<file path="src/rtl/z3_master_cycle_seq_pkg.sv">
// z3_pkg: shared types and the byte-lane decode for the Z3 master.
// Lanes are big-endian: DS_n[3] strobes D31..24.
package z3_pkg;

  typedef enum logic [2:0] {
    ST_IDLE,
    ST_ADDR,
    ST_STRB,
    ST_WAIT,
    ST_TERM,
    ST_RECOV,
    ST_DONE
  } state_e;

  localparam logic [1:0] SZ_BYTE = 2'd0;
  localparam logic [1:0] SZ_WORD = 2'd1;
  localparam logic [1:0] SZ_LONG = 2'd2;

  // Returns {misaligned, ds_n[3:0]}; misaligned results carry no lanes.
  function automatic logic [4:0] z3_lanes(
    input logic [1:0] siz,
    input logic [1:0] sa
  );
    logic [4:0] r;
    r = 5'b1_1111;
    unique case (1'b1)
      (siz == SZ_BYTE): r = {1'b0, ~(4'b1000 >> sa)};
      (siz == SZ_WORD): begin
        if (sa[0]) r = 5'b1_1111;
        else if (sa[1]) r = 5'b0_1100;
        else r = 5'b0_0011;
      end
      default: r = (sa != 2'd0) ? 5'b1_1111 : 5'b0_0000;
    endcase
    return r;
  endfunction

endpackage

</file>
<file path="src/rtl/z3_master_cycle_seq_if.sv">
// z3_master_cycle_seq_if: request side and Z3 control pins.
// master = the sequencer, slave = requester/bus model.
interface z3_master_cycle_seq_if;
  logic       MYBUS_n;
  logic       SREQ;
  logic       SWRITE;
  logic [1:0] SSIZ;
  logic [1:0] SA;
  logic       DTACK_n;
  logic       BERR_n;
  logic       AOE;
  logic       FCS_n;
  logic [3:0] DS_n;
  logic       DOE;
  logic       READ;
  logic       SACK;
  logic       SERR;
  logic       BUSY;

  modport master (
    input  MYBUS_n, SREQ, SWRITE, SSIZ, SA, DTACK_n, BERR_n,
    output AOE, FCS_n, DS_n, DOE, READ, SACK, SERR, BUSY
  );

  modport slave (
    output MYBUS_n, SREQ, SWRITE, SSIZ, SA, DTACK_n, BERR_n,
    input  AOE, FCS_n, DS_n, DOE, READ, SACK, SERR, BUSY
  );
endinterface

</file>
<file path="src/rtl/z3_master_cycle_seq_watchdog.sv">
// z3_cycle_watchdog: saturating wait-state counter.
// expired is high once TIMEOUT_CYC wait cycles have elapsed.
module z3_cycle_watchdog #(
  parameter int TIMEOUT_CYC = 255
) (
  input  logic clk,
  input  logic rst,
  input  logic clear,
  input  logic enable,
  output logic expired
);
  localparam int W = $clog2(TIMEOUT_CYC + 1);
  localparam logic [W-1:0] LIMIT = W'(TIMEOUT_CYC);

  logic [W-1:0] cnt_q, cnt_d;

  // Clear wins; count only while enabled and not saturated.
  always_comb begin
    cnt_d = cnt_q;
    if (clear) cnt_d = '0;
    else if (enable && cnt_q != LIMIT) cnt_d = cnt_q + W'(1);
  end

  // Counter register.
  always_ff @(posedge clk or posedge rst) begin
    if (rst) cnt_q <= '0;
    else cnt_q <= cnt_d;
  end

  assign expired = (cnt_q == LIMIT);
endmodule

</file>
<file path="src/rtl/z3_master_cycle_seq.sv">
// z3_master_cycle_seq: one Zorro III master data cycle per request.
// All pin outputs are registered from the next state.
module z3_master_cycle_seq
  import z3_pkg::*;
#(
  parameter int ADDR_SETUP  = 2,
  parameter int TIMEOUT_CYC = 255,
  parameter int RECOVER_MIN = 1
) (
  input logic                   CLK,
  input logic                   RESET,
  z3_master_cycle_seq_if.master bus
);
  localparam int SW = (ADDR_SETUP > 1) ? $clog2(ADDR_SETUP) : 1;
  localparam int RW = (RECOVER_MIN > 1) ? $clog2(RECOVER_MIN) : 1;
  localparam logic [SW-1:0] S_LAST =
    SW'((ADDR_SETUP > 1) ? ADDR_SETUP - 1 : 0);
  localparam logic [RW-1:0] R_LAST =
    RW'((RECOVER_MIN > 1) ? RECOVER_MIN - 1 : 0);

  state_e        state_q, state_d;
  logic [SW-1:0] scnt_q, scnt_d;
  logic [RW-1:0] rcnt_q, rcnt_d;
  logic [3:0]    lanes_q, lanes_d;
  logic          aoe_q, aoe_d;
  logic          fcs_n_q, fcs_n_d;
  logic [3:0]    ds_n_q, ds_n_d;
  logic          doe_q, doe_d;
  logic          read_q, read_d;
  logic          sack_q, sack_d;
  logic          serr_q, serr_d;
  logic          busy_q, busy_d;
  logic [4:0]    dec;
  logic          wd_exp;

  assign dec = z3_lanes(bus.SSIZ, bus.SA);

  z3_cycle_watchdog #(
    .TIMEOUT_CYC(TIMEOUT_CYC)
  ) u_wd (
    .clk    (CLK),
    .rst    (RESET),
    .clear  (state_q != ST_WAIT),
    .enable (state_q == ST_WAIT),
    .expired(wd_exp)
  );

  // Next state, counters and registered pin values.
  always_comb begin
    state_d = state_q;
    scnt_d  = scnt_q;
    rcnt_d  = '0;
    lanes_d = lanes_q;
    read_d  = read_q;
    sack_d  = 1'b0;
    serr_d  = 1'b0;
    unique case (state_q)
      ST_IDLE: begin
        read_d = 1'b1;
        if (bus.SREQ && dec[4]) begin
          state_d = ST_DONE;
          serr_d  = 1'b1;
        end else if (bus.SREQ && !bus.MYBUS_n) begin
          state_d = ST_ADDR;
          scnt_d  = '0;
          lanes_d = dec[3:0];
          read_d  = !bus.SWRITE;
        end
      end
      ST_ADDR: begin
        if (scnt_q == S_LAST) state_d = ST_STRB;
        else scnt_d = scnt_q + SW'(1);
      end
      ST_STRB: state_d = ST_WAIT;
      ST_WAIT: begin
        if (!bus.BERR_n) begin
          state_d = ST_TERM;
          serr_d  = 1'b1;
        end else if (!bus.DTACK_n) begin
          state_d = ST_TERM;
          sack_d  = 1'b1;
        end else if (wd_exp) begin
          state_d = ST_TERM;
          serr_d  = 1'b1;
        end
      end
      ST_TERM: state_d = ST_RECOV;
      ST_RECOV: begin
        rcnt_d = (rcnt_q == R_LAST) ? rcnt_q : rcnt_q + RW'(1);
        if (rcnt_q == R_LAST && bus.DTACK_n && bus.BERR_n)
          state_d = ST_DONE;
      end
      ST_DONE: state_d = ST_IDLE;
      default: state_d = ST_IDLE;
    endcase
    aoe_d   = state_d inside {ST_ADDR, ST_STRB, ST_WAIT};
    fcs_n_d = !(state_d inside {ST_STRB, ST_WAIT});
    doe_d   = (state_d == ST_WAIT);
    ds_n_d  = doe_d ? lanes_q : 4'hF;
    busy_d  = (state_d != ST_IDLE);
  end

  // State and output registers; reset aborts any cycle in flight.
  always_ff @(posedge CLK or posedge RESET) begin
    if (RESET) begin
      state_q <= ST_IDLE;
      scnt_q  <= '0;
      rcnt_q  <= '0;
      lanes_q <= 4'hF;
      aoe_q   <= 1'b0;
      fcs_n_q <= 1'b1;
      ds_n_q  <= 4'hF;
      doe_q   <= 1'b0;
      read_q  <= 1'b1;
      sack_q  <= 1'b0;
      serr_q  <= 1'b0;
      busy_q  <= 1'b0;
    end else begin
      state_q <= state_d;
      scnt_q  <= scnt_d;
      rcnt_q  <= rcnt_d;
      lanes_q <= lanes_d;
      aoe_q   <= aoe_d;
      fcs_n_q <= fcs_n_d;
      ds_n_q  <= ds_n_d;
      doe_q   <= doe_d;
      read_q  <= read_d;
      sack_q  <= sack_d;
      serr_q  <= serr_d;
      busy_q  <= busy_d;
    end
  end

  assign bus.AOE   = aoe_q;
  assign bus.FCS_n = fcs_n_q;
  assign bus.DS_n  = ds_n_q;
  assign bus.DOE   = doe_q;
  assign bus.READ  = read_q;
  assign bus.SACK  = sack_q;
  assign bus.SERR  = serr_q;
  assign bus.BUSY  = busy_q;
endmodule

</file>
<file path="src/flat_wrapper.sv">
// flat-port wrapper written by rule: the top's interface ports become plain ports
module z3_master_cycle_seq_flat import z3_pkg::*;
#(
  parameter int ADDR_SETUP  = 2,
  parameter int TIMEOUT_CYC = 255,
  parameter int RECOVER_MIN = 1
)
  (CLK, RESET, bus_MYBUS_n, bus_SREQ, bus_SWRITE, bus_SSIZ, bus_SA, bus_DTACK_n, bus_BERR_n, bus_AOE, bus_FCS_n, bus_DS_n, bus_DOE, bus_READ, bus_SACK, bus_SERR, bus_BUSY);
  z3_master_cycle_seq_if bus_i ();
  input logic CLK;
  input logic RESET;
  input wire logic [$bits(bus_i.MYBUS_n)-1:0] bus_MYBUS_n;
  input wire logic [$bits(bus_i.SREQ)-1:0] bus_SREQ;
  input wire logic [$bits(bus_i.SWRITE)-1:0] bus_SWRITE;
  input wire logic [$bits(bus_i.SSIZ)-1:0] bus_SSIZ;
  input wire logic [$bits(bus_i.SA)-1:0] bus_SA;
  input wire logic [$bits(bus_i.DTACK_n)-1:0] bus_DTACK_n;
  input wire logic [$bits(bus_i.BERR_n)-1:0] bus_BERR_n;
  output wire logic [$bits(bus_i.AOE)-1:0] bus_AOE;
  output wire logic [$bits(bus_i.FCS_n)-1:0] bus_FCS_n;
  output wire logic [$bits(bus_i.DS_n)-1:0] bus_DS_n;
  output wire logic [$bits(bus_i.DOE)-1:0] bus_DOE;
  output wire logic [$bits(bus_i.READ)-1:0] bus_READ;
  output wire logic [$bits(bus_i.SACK)-1:0] bus_SACK;
  output wire logic [$bits(bus_i.SERR)-1:0] bus_SERR;
  output wire logic [$bits(bus_i.BUSY)-1:0] bus_BUSY;
  assign bus_i.MYBUS_n = bus_MYBUS_n;
  assign bus_i.SREQ = bus_SREQ;
  assign bus_i.SWRITE = bus_SWRITE;
  assign bus_i.SSIZ = bus_SSIZ;
  assign bus_i.SA = bus_SA;
  assign bus_i.DTACK_n = bus_DTACK_n;
  assign bus_i.BERR_n = bus_BERR_n;
  assign bus_AOE = bus_i.AOE;
  assign bus_FCS_n = bus_i.FCS_n;
  assign bus_DS_n = bus_i.DS_n;
  assign bus_DOE = bus_i.DOE;
  assign bus_READ = bus_i.READ;
  assign bus_SACK = bus_i.SACK;
  assign bus_SERR = bus_i.SERR;
  assign bus_BUSY = bus_i.BUSY;
  z3_master_cycle_seq #(.ADDR_SETUP(ADDR_SETUP), .TIMEOUT_CYC(TIMEOUT_CYC), .RECOVER_MIN(RECOVER_MIN)) u_core (.CLK(CLK), .RESET(RESET), .bus(bus_i));
endmodule
</file>
<file path="config.mk">
export PLATFORM = sky130hd
export DESIGN_NAME = z3_master_cycle_seq_flat
export DESIGN_NICKNAME = d
export VERILOG_FILES = /design/src/rtl/z3_master_cycle_seq_pkg.sv /design/src/rtl/z3_master_cycle_seq_if.sv /design/src/rtl/z3_master_cycle_seq_watchdog.sv /design/src/rtl/z3_master_cycle_seq.sv /design/src/flat_wrapper.sv
export SDC_FILE = /design/constraint.sdc
export NUM_CORES = 1
export LEC_CHECK = 0
export ABC_CLOCK_PERIOD_IN_PS = 6000
export BUFFER_PORTS_ARGS = -buffer_cell sky130_fd_sc_hd__buf_4
export CORE_ASPECT_RATIO = 0.6
export CORE_MARGIN = 5
export CORE_UTILIZATION = 25
export CTS_CLUSTER_SIZE = 12
export DETAILED_ROUTE_END_ITERATION = 6
export SLEW_MARGIN = 20
export SYNTH_ARGS = -nofsm -noshare
export SYNTH_HDL_FRONTEND = slang
export SYNTH_HIERARCHICAL = 1
export SYNTH_SLANG_ARGS = --single-unit
export TNS_END_PERCENT = 50
</file>
<file path="constraint.sdc">
create_clock -name CLK -period 6 [get_ports CLK]
set_input_delay 0.6 -clock CLK [delete_from_list [all_inputs] [get_ports CLK]]
set_output_delay 0.6 -clock CLK [all_outputs]
set_load 0.05 [all_outputs]
</file>
**Word level (Yosys, flattened, before mapping)**

Index checks and enable logic that the tools add are counted.

- Bits in registers: 28
- Bits in latches: 0
- RAM bits: 0
- Bits in read-only memories: 0
- Input port bits: 11
- Output and inout port bits: 11
- Logic and storage cells: 83
- Memories kept: 0

- Add/subtract/negate cells: 3
- $mul: 0
- Div/mod/pow operators: 0
- Magnitude comparators: 0
- Equal/unequal tests: 14
- Shift-type cells: 1
- Multiplexer cells: 31
- Bitwise gates (word level): 3
- Reductions and logical operators: 18

Operators by type and width:

| kind | number |
|---|---|
| $mux W3 | 7 |
| $pmux W3 S6 | 1 |
| $mux W8 | 2 |
| $mux W1 | 14 |
| $eq A3 B2 Y1 const B | 4 |
| $mux W5 | 2 |
| $pmux W5 S2 | 1 |
| $add A8 B1 Y8 const B | 1 |
| $eq A8 B8 Y1 const B | 1 |
| $mux W4 | 2 |
| $ne A8 B8 Y1 const B | 1 |
| $reduce_bool A2 Y1 | 4 |
| $eq A3 B1 Y1 const B | 2 |
| $eq A3 B3 Y1 const B | 2 |
| $reduce_and A3 Y1 | 2 |
| $reduce_bool A3 Y1 | 2 |
| $logic_and A1 B1 Y1 | 5 |
| $not A4 Y4 | 1 |
| $pmux W1 S2 | 2 |
| $shr A4 B2 Y4 const A | 1 |
| $logic_not A1 Y1 | 3 |
| $logic_not A3 Y1 | 1 |
| $ne A3 B2 Y1 const B | 1 |
| $add A1 B1 Y1 const B | 2 |
| other kinds (5) | 6 |

**Longest topological paths before layout**

- Word-level depth: 9
- Gate-level depth with buffers: 8
- Depth with buffers taken out: 7

**By module**

The synthesis kept the hierarchy.

By module, submodules not included:

| module | instances | cells each | area an instance (µm²) | seq. area each (µm²) |
|---|---|---|---|---|
| z3_master_cycle_seq | 1 | 80 | 874.6 | 488.0 |
| z3_cycle_watchdog | 1 | 48 | 488.0 | 200.2 |

**Worst setup path before layout**

OpenSTA, ideal clock, no wires.

- Path type: reg2reg
- Start point: register u_core.u_wd.cnt_q[0]
- End point: register u_core.fcs_n_q, in the netlist u_core/bus.FCS_n
- Library setup time: 0.077 ns
- Arrival time: 1.980 ns
- Required time: 5.923 ns
- Path slack: 3.943 ns
- Stages on the path, launching flop included: 9
- Path buffers: 1
- Clock period less this slack: 2.057 ns
- Cell sequence: dfrtp_1 > ha_1 > and3_1 > buf_2 > and2_2 > nand3b_1 > a21boi_1 > a31oi_1 > a21o_1

- Longest elaborated chain between the ends: 8
- Elaborated cells on any way between the ends: 9
- Those cells by class: eq/ne (3); mux (4); reduce/logical (2)

Ends and longest elaborated chain:

| element | RTL line | text |
|---|---|---|
| start: declaration | z3_master_cycle_seq_watchdog.sv:15 | `logic [W-1:0] cnt_q, cnt_d;` |
| start signal: assignment | z3_master_cycle_seq_watchdog.sv:27 | `else cnt_q <= cnt_d;` |
| $eq A8 B8 Y1 | z3_master_cycle_seq_watchdog.sv:30 | `assign expired = (cnt_q == LIMIT);` |
| via u_core.wd_exp | z3_master_cycle_seq.sv:34 | `logic wd_exp;` |
| $mux W3 | z3_master_cycle_seq.sv:82 | `end else if (wd_exp) begin` |
| $mux W3 | z3_master_cycle_seq.sv:79 | `end else if (!bus.DTACK_n) begin` |
| $mux W3 | z3_master_cycle_seq.sv:76 | `if (!bus.BERR_n) begin` |
| $pmux W3 S6 | z3_master_cycle_seq.sv:57 | `unique case (state_q)` |
| $eq A3 B2 Y1 | - |  |
| via u_core.doe_d | z3_master_cycle_seq.sv:28 | `logic doe_q, doe_d;` |
| $reduce_bool A2 Y1 | z3_master_cycle_seq.sv:97 | `fcs_n_d = !(state_d inside {ST_STRB, ST_WAIT});` |
| $logic_not A1 Y1 | z3_master_cycle_seq.sv:97 |  |
| via u_core.fcs_n_d | z3_master_cycle_seq.sv:26 | `logic fcs_n_q, fcs_n_d;` |
| end signal: assignment | z3_master_cycle_seq.sv:124 | `fcs_n_q <= fcs_n_d;` |
| end: declaration | z3_master_cycle_seq.sv:26 |  |

The timed path passes the listed nets, and every way through them passes these cells.
A chain may end at the register's enable or synchronous reset.

**Worst setup path after layout**

Same ends and word-level chain as after synthesis.

==> results.json <==
{
  "status": "completed",
  "clockPowerShare": 0.162,
  "min_path_type": "input pin to async pin",
  "fillers": 526,
  "r2r_setup_slack_ns": 3.66,
  "syn_area_per_cell_um2": 10.6,
  "num_antenna_cells": 0,
  "dp.cells": 210,
  "core_um2": 5180,
  "die_h_um": 67.2,
  "start_util": 0.263,
  "layout_worst_path_cycle_share": 0.391,
  "seqPwrFrac": 0.436,
  "min_period_ns": 2.34,
  "pin_count": 22,
  "wl_um": 2860,
  "final_cell_mix": "buf_4, dfrtp_1, nor2_1, dfstp_2",
  "yosys-top-cells-area": "dfrtp_1, dfstp_2, nand2b_1",
  "cp-startpoint": "u_core/u_wd/cnt_q[0]",
  "finalHoldViolCount": 0,
  "place_area_um2": 1550,
  "die_w_um": 105,
  "drv_cap": 0,
  "reg2reg_depth": 7,
  "endpoint": "u_core/bus.FCS_n",
  "cts_root_buf": "clkbuf_8",
  "grt_setup_unrepaired": "no",
  "final_area_um2": 1600,
  "dp_hpwl_um": 2210,
  "htreeDepth": 1,
  "cpMaxStageDelayCell": "a21boi_1",
  "max-slew-margin-rel": 0.520,
  "worstPathMaxFanout": 7,
  "final_common_cell": "buf_4",
  "antenna_left": 0,
  "port_buffers": 21,
  "crit_required_ns": 6.21,
  "grt_overflow": 0,
  "grt_max_degree": 20,
  "ys.flop_type": "dfrtp_1",
  "antenna_found_initial": 0,
  "cts_setup_buffers": 0,
  "cp_top_family": "compound AO/OA/AOI/OAI gates",
  "clock_skew_ns": 0.00765,
  "final.setup.tns_ns": 0,
  "route.detailed.drc": 0,
  "drtIter0Drc": 37,
  "setup_viol": 0,
  "ctsLongestPathBuffers": 2,
  "wl_per_cell_um": 13.4,
  "die-area_um2": 7080,
  "p_sw_mw": 0.257,
  "clock_sink_count": 27,
  "gp_routability_congestion": 0.745,
  "swShare": 0.400,
  "cp.depth": 7,
  "reg2reg_from": "u_core/u_wd/cnt_q[0]",
  "cts_made_buffers": 3,
  "grt_pass1_vias": 929,
  "syn2layout_area_growth_pct": 17.4,
  "seq_area_frac_synth": 0.505,
  "drive_above_1_share": 0.318,
  "synth-edff-count": 0,
  "worst_setup_path_end_kind": "flip-flop",
  "cts_tree": "built",
  "cpPeakStageDelay_ns": 0.49,
  "crit_arrival_ns": 2.56,
  "worstReg2RegEnd": "u_core/bus.FCS_n",
  "synth_top_area_frac": 0.312,
  "synth_top_area_cell": "dfrtp_1",
  "ys_ff_latch": 27,
  "fmax_mhz": 427,
  "power.total_mw": 0.641,
  "ctsResizeCount": 0,
  "hold_buffers": 0,
  "power.density_nw_per_um2": 401,
  "final_max_slew_viol_count": 0,
  "path_cells": "ha_1, and3_1, and2_2, nand3b_1, a21boi_1, a31oi_1, a21o_1",
  "p_comb_frac": 0.402,
  "yosysUniqueCellTypes": 42,
  "syn_inst": 128,
  "synth_area_um2": 1360,
  "async_flop_share": 1.00,
  "clkLatencyLatePin_ns": 0.27,
  "leakagePower_nw": 0.677,
  "hold_slack_ns": 0.276,
  "synth_nets": 140,
  "clkTransAtPathRegs_ns": 0.10,
  "worst_slew_pin_slew_ns": 0.720,
  "path_buf_inv": 0,
  "ir_drop_v": 0.000128,
  "num_rows": 20,
  "final_cells": 214,
  "p_int_mw": 0.385,
  "grt_usage": 0.0849,
  "grt_pass1_wl_um": 4650,
  "via_per_inst": 4.70,
  "via_count": 1006,
  "ys_warn_count": 6,
  "drtPass1Iterations": 4,
  "worst_setup_path_start_kind": "flip-flop",
  "num-nets-final": 161,
  "worstSetupPathType": "flip-flop to flip-flop"
}
[power by group through the flow]
stage | sequential, mW | combinational [mW] | clock, mW
finish | 0.280 | 0.258 | 0.104
global route | 0.286 | 0.283 | 0.120
CTS | 0.280 | 0.261 | 0.110
detailed placement | 0.283 | 0.260 | 0
global placement | 0.284 | 0.259 | 0
floorplan | 0.343 | 0.139 | 0
[cell type report]
cell class,instances,area [µm²],share of cell area
multi-input combinational,89,597,0.373
clock buffer,3,41.3,0.0258
inverter,7,26.3,0.0164
timing repair buffer,21,158,0.0985
sequential,27,688,0.430
clock inverter,1,7.51,0.00469
tap,66,82.6,0.0516
[logic make-up (layout without fill, tap and decap cells)]
family	after synthesis	count (layout)	synth area share
mux	4	4	0.0376
compound gates	34	34	0.182
simple gates	50	50	0.209
buf+inv	12	32	0.0569
fa+ha+maj	1	1	0.00918
flops	27	27	0.505
[Yosys cell counts, drive strengths merged (2+ instances only)]
master	instances
nor3	5
nor3b	3
a211oi	2
dfstp	10
a21o	3
and3	2
mux2	3
nor2b	3
o21ai	6
a31oi	4
nand4	3
a21oi	9
inv	7
dfrtp	17
buf	4
nand2b	8
a21boi	3
nand3	4
nor2	10
nand2	5
a41oi	2
[stage by stage]
| stage | util | setup WS (ns) |
|---|---|---|
| 2_1_floorplan | - | 3.94 |
| 3_3_place_gp | 0.300 | 3.78 |
| 3_5_place_dp | 0.300 | 3.67 |
| 4_1_cts | 0.309 | 3.65 |
| 5_1_grt | 0.309 | 3.47 |
| 6_report | 0.309 | 3.66 |
[worst min path at each step]
stage                            from              endpoint  slack (ns)
finish                          RESET  u_core/u_wd/cnt_q[7]        0.28
global route                    RESET  u_core/u_wd/cnt_q[7]        0.29
CTS                             RESET  u_core/u_wd/cnt_q[7]        0.28
detailed placement  u_core/lanes_q[2]    u_core/bus.DS_n[2]        0.49
global placement    u_core/lanes_q[1]     u_core/lanes_q[1]        0.49
floorplan                       RESET  u_core/u_wd/cnt_q[0]        0.42
[worst reg2reg max path: stages, from the launching register on]
cell,delay (ns)
dfrtp_1,0.43
ha_1,0.30
and3_1,0.30
and2_2,0.22
nand3b_1,0.16
a21boi_1,0.49
a31oi_1,0.17
a21o_1,0.22
[sequential cells by signal, indices dropped and copies added (netlist names)]
| register | flops |
|---|---|
| u_core/u_wd/cnt_q | 8 |
| u_core/bus.DS_n | 4 |
| u_core/lanes_q | 4 |
| u_core/state_q | 3 |
| u_core/bus.AOE | 1 |
| u_core/bus.BUSY | 1 |
| u_core/bus.DOE | 1 |
| u_core/bus.FCS_n | 1 |
| u_core/bus.READ | 1 |
| u_core/bus.SACK | 1 |
| u_core/bus.SERR | 1 |
| u_core/scnt_q | 1 |
[routing by layer]
layer	vias up	GRT usage	wire, µm	part of all wire
met5	-	0	0	0
met4	0	0.0245	27	0.0094
met3	2	0.0420	231	0.081
met2	27	0.106	1110	0.39
met1	480	0.124	1490	0.52
li1	497	-	-	-
No activity file was read; power rests on OpenSTA's default activity.
